## src/rtl/itype_exec_arbiter_pkg.sv

```systemverilog
// Shared constants, types and helpers for the OP-IMM execution arbiter.
package itype_arb_pkg;

    localparam logic [6:0] OP_IMM     = 7'b0010011;
    localparam logic [6:0] SRA_FUNCT7 = 7'h20;

    localparam logic [2:0] F3_ADDI  = 3'd0;
    localparam logic [2:0] F3_SLLI  = 3'd1;
    localparam logic [2:0] F3_SLTI  = 3'd2;
    localparam logic [2:0] F3_SLTIU = 3'd3;
    localparam logic [2:0] F3_XORI  = 3'd4;
    localparam logic [2:0] F3_SRLI  = 3'd5;
    localparam logic [2:0] F3_ORI   = 3'd6;
    localparam logic [2:0] F3_ANDI  = 3'd7;

    typedef enum logic [1:0] {IDLE, EXEC, RESP} state_t;

    typedef struct packed {
        logic [2:0]  funct3;
        logic [11:0] imm;
        logic [31:0] in1;
    } itype_req_t;

    function automatic int id_width(input int n);
        return (n > 1) ? $clog2(n) : 1;
    endfunction

    // Shift encodings carry funct7 in imm[11:5]; anything not architected is illegal.
    function automatic logic illegal_shift(input logic [2:0] funct3, input logic [11:0] imm);
        logic [6:0] f7;
        f7 = imm[11:5];
        if (funct3 == F3_SLLI)
            return (f7 != 7'h00);
        if (funct3 == F3_SRLI)
            return (f7 != 7'h00) && (f7 != SRA_FUNCT7);
        return 1'b0;
    endfunction

endpackage

```

## src/rtl/itype_exec_arbiter_if.sv

```systemverilog
// Request/response bundle between NREQ requesters and the OP-IMM execution arbiter.
interface itype_exec_arbiter_if
    import itype_arb_pkg::*;
#(
    parameter int NREQ = 2
);
    localparam int ID_W = id_width(NREQ);

    logic [NREQ-1:0]        req_valid;
    logic [NREQ-1:0]        req_ready;
    logic [NREQ-1:0][2:0]   req_funct3;
    logic [NREQ-1:0][11:0]  req_imm;
    logic [NREQ-1:0][31:0]  req_in1;

    logic                   rsp_valid;
    logic                   rsp_ready;
    logic [31:0]            rsp_data;
    logic [ID_W-1:0]        rsp_id;
    logic                   rsp_err;

    modport master (
        output req_valid, req_funct3, req_imm, req_in1, rsp_ready,
        input  req_ready, rsp_valid, rsp_data, rsp_id, rsp_err
    );

    modport slave (
        input  req_valid, req_funct3, req_imm, req_in1, rsp_ready,
        output req_ready, rsp_valid, rsp_data, rsp_id, rsp_err
    );

endinterface

```

## src/rtl/itype_exec_arbiter_alu.sv

```systemverilog
// Combinational I-type ALU for OP-IMM; logical ops use a zero-extended immediate.
module i_type
    import itype_arb_pkg::*;
(
    input  logic [6:0]  opcode,
    input  logic [2:0]  funct3,
    input  logic [11:0] imm,
    input  logic [31:0] in1,
    output logic [31:0] out
);

    logic [31:0] imm_sext;
    logic [31:0] imm_zext;
    logic [4:0]  shamt;

    always_comb begin
        imm_sext = {{20{imm[11]}}, imm};
        imm_zext = {20'h0, imm};
        shamt    = imm[4:0];
        out      = '0;
        if (opcode == OP_IMM) begin
            case (funct3)
                F3_ADDI:  out = in1 + imm_sext;
                F3_SLLI:  out = in1 << shamt;
                F3_SLTI:  out = {31'h0, ($signed(in1) < $signed(imm_sext))};
                F3_SLTIU: out = {31'h0, (in1 < imm_sext)};
                F3_XORI:  out = in1 ^ imm_zext;
                F3_SRLI:  out = (imm[11:5] == SRA_FUNCT7) ? 32'($signed(in1) >>> shamt)
                                                          : (in1 >> shamt);
                F3_ORI:   out = in1 | imm_zext;
                F3_ANDI:  out = in1 & imm_zext;
                default:  out = '0;
            endcase
        end
    end

endmodule

```

## src/rtl/itype_exec_arbiter.sv

```systemverilog
// Round-robin arbiter sharing one OP-IMM ALU between NREQ requesters.
// Define ITYPE_ARB_STATS_EN to add saturating per-requester grant counters (grant_cnt).
module itype_exec_arbiter
    import itype_arb_pkg::*;
#(
    parameter int NREQ = 2
`ifdef ITYPE_ARB_STATS_EN
    , parameter int CNT_W = 16
`endif
) (
    input  logic clk,
    input  logic rst,
    itype_exec_arbiter_if.slave bus
`ifdef ITYPE_ARB_STATS_EN
    , output logic [NREQ-1:0][CNT_W-1:0] grant_cnt
`endif
);

    localparam int ID_W = id_width(NREQ);

    state_t          state;
    state_t          state_next;
    logic [ID_W-1:0] rr_ptr;
    logic [ID_W-1:0] grant;
    logic            found;
    logic [NREQ-1:0] req_ready;
    itype_req_t      lat_req;
    logic [ID_W-1:0] lat_id;
    logic [6:0]      alu_opcode;
    logic [31:0]     alu_out;
    logic            lat_illegal;
    logic            rsp_valid;
    logic [31:0]     rsp_data;
    logic [ID_W-1:0] rsp_id;
    logic            rsp_err;

    // Reverse scan so the requester closest to ptr wins; returns {found, index}.
    function automatic logic [ID_W:0] rr_pick(input logic [NREQ-1:0] valid,
                                              input logic [ID_W-1:0] ptr);
        logic [ID_W:0] res;
        int idx;
        res = '0;
        for (int k = NREQ - 1; k >= 0; k--) begin
            idx = (int'(ptr) + k) % NREQ;
            if (valid[idx])
                res = {1'b1, ID_W'(idx)};
        end
        return res;
    endfunction

    always_comb begin
        {found, grant} = rr_pick(bus.req_valid, rr_ptr);
    end

    always_ff @(posedge clk) begin
        if (rst)
            state <= IDLE;
        else
            state <= state_next;
    end

    always_comb begin
        state_next = state;
        req_ready  = '0;
        alu_opcode = 7'b0000000;
        case (state)
            IDLE: begin
                if (found) begin
                    req_ready[grant] = 1'b1;
                    state_next       = EXEC;
                end
            end
            EXEC: begin
                alu_opcode = OP_IMM;
                state_next = RESP;
            end
            RESP: begin
                if (bus.rsp_ready)
                    state_next = IDLE;
            end
            default: state_next = IDLE;
        endcase
    end

    i_type u_alu (
        .opcode (alu_opcode),
        .funct3 (lat_req.funct3),
        .imm    (lat_req.imm),
        .in1    (lat_req.in1),
        .out    (alu_out)
    );

    assign lat_illegal = illegal_shift(lat_req.funct3, lat_req.imm);

    // Operand latch on grant, result capture in EXEC, response hold until handshake.
    always_ff @(posedge clk) begin
        if (rst) begin
            rr_ptr    <= '0;
            lat_req   <= '0;
            lat_id    <= '0;
            rsp_valid <= 1'b0;
            rsp_data  <= '0;
            rsp_id    <= '0;
            rsp_err   <= 1'b0;
        end else begin
            case (state)
                IDLE: begin
                    if (found) begin
                        lat_req.funct3 <= bus.req_funct3[grant];
                        lat_req.imm    <= bus.req_imm[grant];
                        lat_req.in1    <= bus.req_in1[grant];
                        lat_id         <= grant;
                        rr_ptr         <= ID_W'((int'(grant) + 1) % NREQ);
                    end
                end
                EXEC: begin
                    rsp_valid <= 1'b1;
                    rsp_err   <= lat_illegal;
                    rsp_data  <= lat_illegal ? 32'h0 : alu_out;
                    rsp_id    <= lat_id;
                end
                RESP: begin
                    if (bus.rsp_ready)
                        rsp_valid <= 1'b0;
                end
                default: ;
            endcase
        end
    end

    assign bus.req_ready = req_ready;
    assign bus.rsp_valid = rsp_valid;
    assign bus.rsp_data  = rsp_data;
    assign bus.rsp_id    = rsp_id;
    assign bus.rsp_err   = rsp_err;

`ifdef ITYPE_ARB_STATS_EN
    always_ff @(posedge clk) begin
        if (rst)
            grant_cnt <= '0;
        else if (state == IDLE && found && grant_cnt[grant] != '1)
            grant_cnt[grant] <= grant_cnt[grant] + 1'b1;
    end
`endif

endmodule

```

## src/flat_wrapper.sv

```systemverilog
// flat-port wrapper written by rule: the top's interface ports become plain ports
module itype_exec_arbiter_flat import itype_arb_pkg::*;
#(
    parameter int NREQ = 2

)
  (clk, rst, bus_req_valid, bus_req_funct3, bus_req_imm, bus_req_in1, bus_rsp_ready, bus_req_ready, bus_rsp_valid, bus_rsp_data, bus_rsp_id, bus_rsp_err);
  itype_exec_arbiter_if #(.NREQ(NREQ)) bus_i ();
  input  logic clk;
  input  logic rst;
  input wire logic [$bits(bus_i.req_valid)-1:0] bus_req_valid;
  input wire logic [$bits(bus_i.req_funct3)-1:0] bus_req_funct3;
  input wire logic [$bits(bus_i.req_imm)-1:0] bus_req_imm;
  input wire logic [$bits(bus_i.req_in1)-1:0] bus_req_in1;
  input wire logic [$bits(bus_i.rsp_ready)-1:0] bus_rsp_ready;
  output wire logic [$bits(bus_i.req_ready)-1:0] bus_req_ready;
  output wire logic [$bits(bus_i.rsp_valid)-1:0] bus_rsp_valid;
  output wire logic [$bits(bus_i.rsp_data)-1:0] bus_rsp_data;
  output wire logic [$bits(bus_i.rsp_id)-1:0] bus_rsp_id;
  output wire logic [$bits(bus_i.rsp_err)-1:0] bus_rsp_err;
  assign bus_i.req_valid = bus_req_valid;
  assign bus_i.req_funct3 = bus_req_funct3;
  assign bus_i.req_imm = bus_req_imm;
  assign bus_i.req_in1 = bus_req_in1;
  assign bus_i.rsp_ready = bus_rsp_ready;
  assign bus_req_ready = bus_i.req_ready;
  assign bus_rsp_valid = bus_i.rsp_valid;
  assign bus_rsp_data = bus_i.rsp_data;
  assign bus_rsp_id = bus_i.rsp_id;
  assign bus_rsp_err = bus_i.rsp_err;
  itype_exec_arbiter #(.NREQ(NREQ)) u_core (.clk(clk), .rst(rst), .bus(bus_i));
endmodule
```

## config.mk

```make
export PLATFORM = sky130hd
export DESIGN_NAME = itype_exec_arbiter_flat
export DESIGN_NICKNAME = d
export VERILOG_FILES = /design/src/rtl/itype_exec_arbiter_pkg.sv /design/src/rtl/itype_exec_arbiter_if.sv /design/src/rtl/itype_exec_arbiter_alu.sv /design/src/rtl/itype_exec_arbiter.sv /design/src/flat_wrapper.sv
export SDC_FILE = /design/constraint.sdc
export NUM_CORES = 1
export LEC_CHECK = 0
export ABC_AREA = 1
export BUFFER_PORTS_ARGS = -buffer_cell sky130_fd_sc_hd__buf_2
export CORE_ASPECT_RATIO = 0.9
export CORE_UTILIZATION = 45
export CTS_CLUSTER_DIAMETER = 50
export DETAILED_ROUTE_END_ITERATION = 10
export GPL_ROUTABILITY_DRIVEN = 0
export PLACE_DENSITY_LB_ADDON = 0.08
export SYNTH_ARGS = -nofsm -noshare
export SYNTH_HDL_FRONTEND = slang
export SYNTH_SLANG_ARGS = --single-unit
```

## constraint.sdc

```tcl
create_clock -name clk -period 3.74 [get_ports clk]
set_clock_uncertainty 0.1 [all_clocks]
set_input_delay 1.122 -clock clk [delete_from_list [all_inputs] [get_ports clk]]
set_output_delay 1.122 -clock clk [all_outputs]
set_load 0.01 [all_outputs]
```

### Yosys cells after proc, flatten, opt, wreduce, memory -nomap -nowiden

Cells that the tools add are included.

* bits in registers: 86
* latch bits: 0
* bits in writable memories: 0
* memory bits (read-only): 0
* input bits: 99
* output and inout bits: 37
* word-level logic and storage cells: 83
* memories: 0

* add/sub/neg operators: 3
* multiply operators: 0
* div/mod/pow operators: 0
* magnitude comparators: 6
* equality and inequality tests: 14
* shifts and indexed selects: 3
* mux-type cells: 34
* bitwise operators: 4
* reduce and logical (&&, ||, !) cells: 9

Operator list (count)
* $pmux 32 s8: 1
* $mux 32: 5
* $add 32x32->32: 1
* $and 32x12->32: 1
* $lt 32x12->1: 1
* $lt 32x32->1: 1
* $or 32x12->32: 1
* $shl 32x5->32: 1
* $shr 32x5->32: 1
* $sshr 32x5->32: 1
* $xor 32x12->32: 1
* $mux 12: 2
* $mux 1: 14
* $eq 3x3->1 const B: 4
* $mux 2: 6
* $eq 7x6->1 const B: 1
* $ne 7x6->1 const B: 1
* $reduce_bool 7->1: 1
* $eq 3x2->1 const B: 2
* $mux 3: 2
* $pmux 2 s3: 1
* $reduce_and 2->1: 3
* $eq 5x5->1 const B: 1
* $mux 5: 1
* 16 further kinds: 19

### Longest topological paths before layout

* word-level depth: 13
* mapped depth: 20

### By module

Synthesis repeated with hierarchy kept, for this count alone.

* cell total of the unflattened synthesis: 2048
* area, all modules: 11217.0 sq um

Modules (own cells, without submodules)
* i_type: instances 1, cells each 1509, area each 7547.2 sq um
* itype_exec_arbiter: instances 1, cells each 539, area each 3669.8 sq um

### Least setup slack after synthesis

No wires, ideal clock.

* path type: input -> output
* start: in bus_req_valid[1]
* end: out bus_req_ready[0]
* data arrival time: 1.808 ns
* slack: 0.710 ns
* cell stages on the path: 5
* path through: o21ai_0 > inv_1 > nand2_1 > inv_1 > clkbuf_1

* longest elaborated chain between the ends: 11
* elaborated cells between the ends (all ways): 14
* those cells by class: order compare: 2; mux: 11; reduce/logical: 1

Ends and longest elaborated chain
* start, declared: line flat_wrapper.sv:11 `input wire logic [$bits(bus_i.req_valid)-1:0] bus_req_valid;`
* $mux 1 (implied by the code) (3 in a row): line itype_exec_arbiter.sv:45 `if (valid[idx])`
* $mux 2: line itype_exec_arbiter.sv:45
* $mux 2 (*): line itype_exec_arbiter.sv:45
* $lt 1x2->1 (implied by the code) or $ge 1x1->1 (tied branches): line itype_exec_arbiter.sv:69 `req_ready[grant] = 1'b1;`
* $logic_and 1x1->1 (implied by the code): line itype_exec_arbiter.sv:69
* $mux 1 (implied by the code): line itype_exec_arbiter.sv:69
* $demux 1 s1
* $mux 2 (*): line itype_exec_arbiter.sv:68 `if (found) begin`
* $mux 2 (*): line itype_exec_arbiter.sv:66 `case (state)`
* end, declared: line flat_wrapper.sv:16 `output wire logic [$bits(bus_i.req_ready)-1:0] bus_req_ready;`

Mark *: on every way between the ends. The rest lies on a longest branch, timed or not. The select of a mux whose other input is x is not followed.

### Worst setup path after layout

* start: in bus_req_valid[1]
* end: out bus_req_ready[1]

Same word-level chain as after synthesis.

==> summary.txt <==
Floorplanning
  – Die Ht: 149 um
  – Initial Util: 46.2%
  – # IOs: 136
  – Total die area: 0.0247 sq mm
  – Die W: 166 um
  – Row cnt: 53
  – Core area: 0.0235 sq mm

Power
  – PD cells: 373 mW/mm^2
  – Pint: 0.00221 W
  – Sw power: 0.00223 W
  – Combinational group share of total power: 52.5%
  – Switching Share: 50.1%
  – Clock share of power: 20.6%
  – VDD IR max: 0.240 mV
  – Leakage: 6.08 nW
  – Flop pwr share: 27.0%

Routing
  – First-pass detailed-route iteration total: 9
  – DRT Wirelength: 43,700 um
  – Drt wl/cell: 18.8 um
  – Vias per cell: 5.84
  – Drt initial violations: 2,044
  – Routed vias: 13.6k
  – Post-DRT Antenna Nets: 0
  – DRC: 18

Hold path
  – Hold Path Class: reg -> reg
  – Hold depth: 2

Final layout
  – P&R area growth vs syn: 9.73%
  – # nets final: 2,191
  – Final instance area: 0.0119 sq mm
  – N_diodes: 0
  – Layout Cells excl Fill: 2,322
  – Post-layout util: 50.7%
  – Ratio of cells with drive above 1 in the final layout: 11.4%

Setup path
  – Flop2flop setup slack: 0.64 ns
  – R2R Path End: u_core.bus.rsp_data[12]
  – Crit Path Category: in -> out
  – Critical path cell sequence: buf_2 > o21ai_0 > buf_4 > nor2_4 > buf_2
  – Worst Path Required: 2.52 ns
  – Worst flop-to-flop path startpoint: u_core.lat_req[43]
  – Most common cell on crit path: buf_2
  – Critical path data arrival time: 2.11 ns
  – Slowest stage delay, CP: 0.44 ns
  – Setup crit start: bus_req_valid[1]
  – Worst R2R Path Depth: 14
  – CP Capture Type: output pin
  – CP endpoint: bus_req_ready[1]
  – Critical path launch point type: primary input
  – Worst-path maximum fanout: 30
  – Highest-delay cell along the critical path: nor2_4

Global route
  – Antenna violations before repair: 0
  – Vias in the first global route: 11.8k
  – Largest net degree at the start of global routing: 67
  – Grt ovf: 0
  – Tot GR Track Use: 35.1%
  – Wire length of the first global-routing pass: 67,400 um

Synth
  – Synth Instances: 1,940
  – Synthesized Nets: 2,116
  – Asr flop ratio synth: 0%
  – Register area share after synthesis: 15.9%
  – Number of flops mapped to enable cells by yosys: 0
  – Mapped Area: 0.0108 sq mm
  – Main synth FF type: dfxtp_1
  – Flops & latches, synth: 86
  – Yosys warns: 0
  – Distinct cell type count of the synthesized netlist: 55
  – Mapped Avg Cell Area: 5.59 sq um

CTS
  – Clock latency on the worst-skew pair: 0.36 ns
  – Number of hold buffers added after CTS: 0
  – Clk slew on worst S/H paths: 0.06 ns
  – CTS tree: done
  – Clock tree root buffer cell: clkbuf_16
  – Clock Sinks: 86
  – Post-CTS Setup Bufs: 0
  – CTS H-tree lvls: 3
  – Clk buf depth: 2
  – CTS buffer count: 9

STA
  – Unrepaired setup endpoints after global routing: no
  – Accumulated negative setup slack: 0 ns
  – Crit share post-route: 89.2%
  – Fin. max-slew vios: 0
  – Relative slew slack: 47.9%
  – Final Setup Violations: 0
  – Final hold vios: 0
  – Worst-Margin Slew: 0.778 ns
  – Max Fclk: 300 MHz
  – Final Critical Period: 3.34 ns

Status
  – Failing checks: DRC
  – Status: complete, but fails checks

Placed design
  – DP Area: 0.0116 sq mm
  – HPWL after detailed placement: 34,400 um
  – IO buf count: 135
  – Placed cell count: 2,306

Job
  – Max Cap Viol: 0
[power by group through the flow]
stage | Clock, W | Combinational [W] | Sequential (W)
finish | 0.000913 | 0.00233 | 0.00120
detailed placement | 0 | 0.00224 | 0.00121
global placement | 0 | 0.00224 | 0.00121
CTS | 0.000923 | 0.00225 | 0.00119
global route | 0.000959 | 0.00257 | 0.00120
floorplan | 0 | 0.00160 | 0.00113
[cells in the mapped netlist (all sizes together), types with 6 or more instances]
library cell	instances	area (sq um)
a21oi	124	636
and2	7	48.8
inv	199	757
o21ai	107	562
nand3	285	1440
nor2	103	409
xor2	6	52.6
clkbuf	35	131
o22ai	6	37.5
dfxtp	86	1720
o211ai	30	225
nand4	25	156
buf	63	382
nand3b	6	45.0
ha	76	951
a31oi	24	150
nand2	692	2630
a22oi	11	82.6
nor3	12	65.1
o2111ai	6	52.6
[final cells by class]
type                            instances  area (sq um)
Sequential cell                        86          1720
Clock inverter                          7          76.3
Inverter                              202           768
Timing Repair Buffer                  162           878
Clock buffer                            9           225
Tap cell                              302           378
Fill cell                            2652         11600
Multi-Input combinational cell       1554          7850
[sequential cells by signal, indices dropped and copies added (netlist names)]
signal / count
u_core.bus.rsp_id: 1
u_core.bus.rsp_data: 32
u_core.bus.rsp_valid: 1
u_core.rr_ptr: 1
u_core.bus.rsp_err: 1
u_core.state: 2
u_core.lat_id: 1
u_core.lat_req: 47
[layer usage]
layer | track usage [%] | routed length, um | vias up
met4 | 14.3 | 1900 | 0
met2 | 49.1 | 16900 | 878
li1 | - | - | 6576
met3 | 7.93 | 5470 | 112
met5 | 0 | 0 | -
met1 | 51.1 | 19500 | 5990
[how the worst min path moves through the flow]
stage,startpoint,end,slack [ns]
2_1_floorplan,u_core.lat_id,u_core.lat_id,0.34
3_3_place_gp,u_core.lat_id,u_core.lat_id,0.35
3_5_place_dp,u_core.bus.rsp_data[23],u_core.bus.rsp_data[23],0.35
4_1_cts,u_core.bus.rsp_data[23],u_core.bus.rsp_data[23],0.36
5_1_grt,u_core.lat_id,u_core.lat_id,0.38
6_report,u_core.bus.rsp_data[23],u_core.bus.rsp_data[23],0.36
[cells in the final DEF (no fill, tap or decap), types with 4 or more instances in the layout]
cell and count:
xor2_1 6, o22ai_1 6, nand3_1 282, a22oi_1 11
o21ai_2 7, buf_4 27, o2111ai_1 6, o21ai_0 82
inv_1 186, ha_1 76, o211ai_1 30, buf_2 135
nand2_2 11, inv_2 11, nor2_1 95, and2_1 5
dfxtp_1 84, o21bai_1 5, inv_8 4, nand2_1 680
o21ai_1 18, nor3_1 11, a31oi_1 24, o221ai_1 5
nor2_2 6, a21oi_1 122, o21a_1 4, nand4_1 25
nand3b_1 6, clkbuf_16 9
[kinds of logic after synthesis]
kind of cell | Yosys count | share of synthesized area, %
AND/OR/NAND/NOR | 1137 | 44.7
multiplexers | 1 | 0.208
buffers and inverters | 300 | 11.8
flip-flops | 86 | 15.9
XOR/XNOR | 6 | 0.485
adder cells (fa/ha/maj) | 77 | 8.96
AO/OA/AOI/OAI | 333 | 18.0
[metrics by stage]
step	setup slack, ns	power [W]	hold WS [ns]
floorplan	0.710	0.00273	0.342
global placement	0.0432	0.00345	0.350
finish	0.404	0.00444	0.362
detailed placement	0.0594	0.00345	0.353
global route	0.269	0.00473	0.376
CTS	0.0571	0.00436	0.363
[critical path: cells and delay by family]
family                 cells  cell delay, ns
AO/OA/AOI/OAI              1            0.07
buffers and inverters      3            0.48
AND/OR/NAND/NOR            1            0.44
[timing repair]
item | 4_1_cts | 5_1_grt
resized for setup | 0 | 1
hold endpoints to repair | 0 | 0
endpoints found under the setup margin | 0 | 1
Power figures use the tool's default switching activity.
